### config.mk
export PLATFORM = sky130hd
export DESIGN_NAME = pipe_stage_buf
export DESIGN_NICKNAME = d
export VERILOG_FILES = /design/src/rtl/pipe_stage_buf.sv
export SDC_FILE = /design/constraint.sdc
export NUM_CORES = 1
export LEC_CHECK = 0
export CELL_PAD_IN_SITES_DETAIL_PLACEMENT = 2
export CELL_PAD_IN_SITES_GLOBAL_PLACEMENT = 2
export CORE_UTILIZATION = 27
export DETAILED_ROUTE_END_ITERATION = 8
export PLACE_DENSITY = 0.85
export SYNTH_ARGS = -nofsm -noshare
export SYNTH_HDL_FRONTEND = slang
export SYNTH_SLANG_ARGS = --single-unit
### constraint.sdc
create_clock -name clk -period 4 [get_ports clk]
set_input_delay 0.8 -clock clk [delete_from_list [all_inputs] [get_ports clk]]
set_output_delay 0.8 -clock clk [all_outputs]
set_load 0.01 [all_outputs]
### src/rtl/pipe_stage_buf.sv
// Generic inter-stage register with valid/ready backpressure,
// optional 2-entry skid buffer and a PC-preserving flush bubble.
module pipe_stage_buf #(
  parameter int                      ADDR_WIDTH     = 32,
  parameter int                      DATA_WIDTH     = 128,
  parameter int                      CTRL_WIDTH     = 12,
  parameter logic [CTRL_WIDTH-1:0]   CTRL_RESET_VAL = 12'h000,
  parameter logic [ADDR_WIDTH-1:0]   PC_ADDR        = 32'h8000_0000,
  parameter bit                      SKID           = 1'b1,
  parameter int                      CNT_WIDTH      = 16
) (
  input  logic                  clk,
  input  logic                  reset,
  input  logic                  flush,
  input  logic                  up_valid,
  output logic                  up_ready,
  input  logic [ADDR_WIDTH-1:0] up_pc,
  input  logic [CTRL_WIDTH-1:0] up_ctrl,
  input  logic [DATA_WIDTH-1:0] up_data,
  output logic                  dn_valid,
  input  logic                  dn_ready,
  output logic [ADDR_WIDTH-1:0] dn_pc,
  output logic [CTRL_WIDTH-1:0] dn_ctrl,
  output logic [DATA_WIDTH-1:0] dn_data,
  output logic [1:0]            occupancy,
  output logic [CNT_WIDTH-1:0]  flush_drops
);

  typedef enum logic [1:0] {
    ST_EMPTY = 2'd0,
    ST_ONE   = 2'd1,
    ST_TWO   = 2'd2
  } state_t;

  state_t                r_state;
  logic [1:0]            r_occ;
  logic                  r_up_ready;
  logic [ADDR_WIDTH-1:0] r_m_pc;
  logic [CTRL_WIDTH-1:0] r_m_ctrl;
  logic [DATA_WIDTH-1:0] r_m_data;
  logic [ADDR_WIDTH-1:0] r_s_pc;
  logic [CTRL_WIDTH-1:0] r_s_ctrl;
  logic [DATA_WIDTH-1:0] r_s_data;
  logic [CNT_WIDTH-1:0]  r_drops;

  logic                  w_up_ready;
  logic                  w_dn_valid;
  logic                  w_in;
  logic                  w_out;
  logic [1:0]            w_held;
  logic [1:0]            w_inc;
  logic [CNT_WIDTH:0]    w_sum;
  logic [CNT_WIDTH-1:0]  w_drops_nxt;

  // Skid mode uses the registered ready; plain mode passes dn_ready through.
  assign w_dn_valid = (r_state != ST_EMPTY);
  assign w_up_ready = SKID ? r_up_ready
                           : (!w_dn_valid | dn_ready);
  assign w_in  = up_valid & w_up_ready;
  assign w_out = w_dn_valid & dn_ready;

  // Entries lost by a flush: held ones not leaving, plus the one arriving.
  assign w_held = r_occ - {1'b0, w_out};
  assign w_inc  = w_held + {1'b0, w_in};
  assign w_sum  = {1'b0, r_drops}
                + {{(CNT_WIDTH-1){1'b0}}, w_inc};
  assign w_drops_nxt = w_sum[CNT_WIDTH] ? {CNT_WIDTH{1'b1}}
                                        : w_sum[CNT_WIDTH-1:0];

  // Occupancy FSM with head/skid storage, flush bubble and drop counter.
  always_ff @(posedge clk) begin
    if (!reset) begin
      r_state    <= ST_EMPTY;
      r_occ      <= 2'd0;
      r_up_ready <= 1'b1;
      r_m_pc     <= PC_ADDR;
      r_m_ctrl   <= CTRL_RESET_VAL;
      r_m_data   <= '0;
      r_s_pc     <= '0;
      r_s_ctrl   <= CTRL_RESET_VAL;
      r_s_data   <= '0;
      r_drops    <= '0;
    end else if (flush) begin
      r_state    <= ST_EMPTY;
      r_occ      <= 2'd0;
      r_up_ready <= 1'b1;
      r_m_pc     <= up_pc;
      r_m_ctrl   <= CTRL_RESET_VAL;
      r_m_data   <= '0;
      r_drops    <= w_drops_nxt;
    end else begin
      case (r_state)
        ST_EMPTY: begin
          if (w_in) begin
            r_m_pc   <= up_pc;
            r_m_ctrl <= up_ctrl;
            r_m_data <= up_data;
            r_state  <= ST_ONE;
            r_occ    <= 2'd1;
          end
        end
        ST_ONE: begin
          if (w_in && w_out) begin
            r_m_pc   <= up_pc;
            r_m_ctrl <= up_ctrl;
            r_m_data <= up_data;
          end else if (w_in && SKID) begin
            r_s_pc     <= up_pc;
            r_s_ctrl   <= up_ctrl;
            r_s_data   <= up_data;
            r_state    <= ST_TWO;
            r_occ      <= 2'd2;
            r_up_ready <= 1'b0;
          end else if (w_out) begin
            r_m_ctrl <= CTRL_RESET_VAL;
            r_state  <= ST_EMPTY;
            r_occ    <= 2'd0;
          end
        end
        ST_TWO: begin
          if (w_out) begin
            r_m_pc     <= r_s_pc;
            r_m_ctrl   <= r_s_ctrl;
            r_m_data   <= r_s_data;
            r_state    <= ST_ONE;
            r_occ      <= 2'd1;
            r_up_ready <= 1'b1;
          end
        end
        default: begin
          r_m_ctrl   <= CTRL_RESET_VAL;
          r_state    <= ST_EMPTY;
          r_occ      <= 2'd0;
          r_up_ready <= 1'b1;
        end
      endcase
    end
  end

  assign up_ready    = w_up_ready;
  assign dn_valid    = w_dn_valid;
  assign dn_pc       = r_m_pc;
  assign dn_ctrl     = r_m_ctrl;
  assign dn_data     = r_m_data;
  assign occupancy   = r_occ;
  assign flush_drops = r_drops;

endmodule
==> results_dict.tcl <==
set metrics [dict create \
    fin_util_pct 38.62 \
    cts-root-to-sink-buffers 3 \
    clock_insertion_delay_worst_skew_ns 0.55 \
    power_switching_share_pct 24.44 \
    outcome "finished clean" \
    intPower_w 0.006451 \
    postCtsSetupRepairBufs 0 \
    io_pins 369 \
    quantity_of_i_o_buffers_inserted_on_ports 368 \
    synth_nets 1999 \
    maxCapViolCount 0 \
    critical_path.endpoint_type "flip-flop" \
    num_vias 14520 \
    grt_setup_unrepaired "no" \
    cts_max_level 2 \
    layout_commonest_cell "sky130_fd_sc_hd__nand2_1" \
    fmax_mhz 295.0 \
    static-leakage-power_nw 7.008 \
    synth_area_sq_um 14250 \
    gr-total-overflow 0 \
    share_clk_of_total_power_pct 44.7 \
    initialDrtViolationCount 581 \
    critical_path.cell_chain "or2_2, nand2_1, ha_1, inv_1, ha_1, xnor2_1, xnor2_1, fa_1, and3_1, nand3_1, a21oi_1" \
    place_hpwl_microns 36530 \
    clkTransAtPathRegs_ns 0.06 \
    place.gp.congestion 0.7964 \
    final_cell_mix "sky130_fd_sc_hd__nand2_1 (641), sky130_fd_sc_hd__clkdlybuf4s50_1 (368), sky130_fd_sc_hd__dfxtp_1 (363)" \
    min_path_cells 2 \
    register_bit_count_reported_by_yosys 363 \
    slew_headroom_pct 21.53 \
    timing.setup.tns_ns 0 \
    grt_usage_pct 21.14 \
    firstDrtPassIters 4 \
    post_route_cells_drive_above_1_share_pct 5.300 \
    power.density_nw_per_um2 427.5 \
    holdBufCountCts 0 \
    die_h_microns 231.8 \
    critPathRequiredTime_ns 4.47 \
    synth.distinct_cells 40 \
    hold_path_startpoint "r_s_data[53]" \
    cts_repair_resize_count 0 \
    share_seq_of_total_power_pct 44.5 \
    netlist_instances 1816 \
    remaining_drc_errors 0 \
    synth.avg_cell_area_sq_um 7.849 \
    peakVddDrop_mv 0.2272 \
    critPathKind "reg2reg" \
    finalHoldViolCount 0 \
    route.detailed.wl_per_inst_microns 20.46 \
    grt_max_degree 97 \
    dp_worst_setup_slack_ns 0.1635 \
    antenna_violating_nets_post_route 0 \
    synth_enable_flop_cells 0 \
    postSynth.asyncResetShare_pct 0 \
    cp_max_fo 13 \
    first_pass_grt_wire_length_microns 90230 \
    hold_class "reg2reg" \
    fp.coreArea_sq_um 51720 \
    layout-area-overhead-vs-synth_pct 40.13 \
    die_x_microns 231.8 \
    worst_r2r_path_depth 11 \
    combinationalPowerShare_pct 10.8 \
    worst_ep_arrival_time_ns 3.86 \
    startpoint_type "flip-flop" \
    worst_slack_ns 0.6097 \
    via_per_inst 5.159 \
    post-route-min-period_ns 3.390 \
    worstReg2RegStart "occupancy[1]" \
    route.final.wire_length_microns 57600 \
    main_synth_ff_type "sky130_fd_sc_hd__dfxtp_1" \
    tritoncts "yes" \
    ys_warn_count 0 \
    fp-row-count 83 \
    timing.critical_path.slowest_stage_cell "sky130_fd_sc_hd__dfxtp_1" \
    cts-buffers-inserted 44 \
    fin_worst_hold_slack_ns 0.4558 \
    net-switching-power_w 0.002087 \
    cts_num_sinks 363 \
    timing_max_transition_violations_final 0 \
    seq_area_frac_synth_pct 50.98 \
    nets 2290 \
    critical_path.startpoint "occupancy[1]" \
    setup_viol 0 \
    starting_density_of_the_core_pct 27.56 \
    die_area_sq_um 53720 \
    antenna_found_initial 3 \
    grt_pass1_vias 16160 \
    cp_slowest_stage_delay_ns 0.63 \
    final_cycle_share_pct 84.76 \
    fin_worst_skew_ns 0.005495 \
    tightest_slew_ns 1.171 \
    ctsRootBufferMaster "sky130_fd_sc_hd__clkbuf_16" \
]
==> Yosys cell counts, drive strengths merged, types with 7 or more instances <==
master,n,area [sq um]
nand2,642,2410
dfxtp,363,7267
a21oi,185,925.9
nor2,168,630.6
a311oi,159,1393
clkbuf,117,439.2
buf,42,205.2
o21ai,36,180.2
a22o,24,210.2
xnor2,9,78.83
inv,7,26.27
nand3,7,35.03
==> power by group through the flow <==
| stage | registers (W) | logic (W) | clock network [W] |
|---|---|---|---|
| 2_1_floorplan | 0.00390 | 0.000322 | 0 |
| 3_3_place_gp | 0.00387 | 0.000883 | 0 |
| 3_5_place_dp | 0.00388 | 0.000916 | 0 |
| 4_1_cts | 0.00380 | 0.000931 | 0.00393 |
| 5_1_grt | 0.00381 | 0.000992 | 0.00405 |
| 6_report | 0.00380 | 0.000921 | 0.00382 |
==> flip-flops by register name, summed over array words and instances, names as in the netlist <==
name and cells:
dn_ctrl 12, dn_data 128, dn_pc 32, flush_drops 16
occupancy 2, r_s_ctrl 12, r_s_data 128, r_s_pc 32
up_ready 1
==> cells by family (layout without fill, tap and decap cells) <==
group,count (synthesis),in the layout,synth area share [%]
mux,2,2,0.1405
other cells,0,3,0
compound gates,419,419,19.86
xor+xnor,11,11,0.6760
flops,363,363,50.98
buf+inv,166,482,4.705
simple gates,849,849,23.05
fa+ha+maj,6,6,0.5794
==> stage by stage <==
step / cells / power, W / cell area (sq um)
floorplan: 1816 / 0.004224 / 14250
global placement: 2741 / 0.004755 / 18610
detailed placement: 2741 / 0.004795 / 18610
CTS: 2812 / 0.008662 / 19970
global route: 2814 / 0.008860 / 19970
finish: 2815 / 0.008539 / 19970
==> worst max-delay path, delay by kind of cell, from the launching register on <==
kind | cells | cell delay [ns]
fa+ha+maj | 3 | 0.80
flops | 1 | 0.63
simple gates | 4 | 1.01
compound gates | 1 | 0.33
buf+inv | 1 | 0.04
xor+xnor | 2 | 0.49
==> final timing paths <==
path	to	slack, ns
worst max-delay path	flush_drops[8]	0.61
worst min-delay path	r_s_data[53]	0.46
worst min register to register	r_s_data[53]	0.46
worst max register to register	flush_drops[8]	0.61
==> metal layers <==
metal	vias up	GRT usage, %	wire length [microns]
li1	6752	-	-
met1	7351	25.89	25160
met2	320	37.14	28350
met3	99	3.303	2433
met4	0	7.669	1654
met5	-	0	0
==> layout make-up <==
cell class	instances	area, sq um
Antenna cell	3	7.507
Clock buffer	67	1339
Clock inverter	4	20.02
Fill cell	5855	31740
Inverter	7	31.28
Multi-Input combinational cell	1287	6380
Sequential cell	363	7267
Tap cell	680	850.8
Timing Repair Buffer	404	4079
No activity file was read; power rests on OpenSTA's default activity.
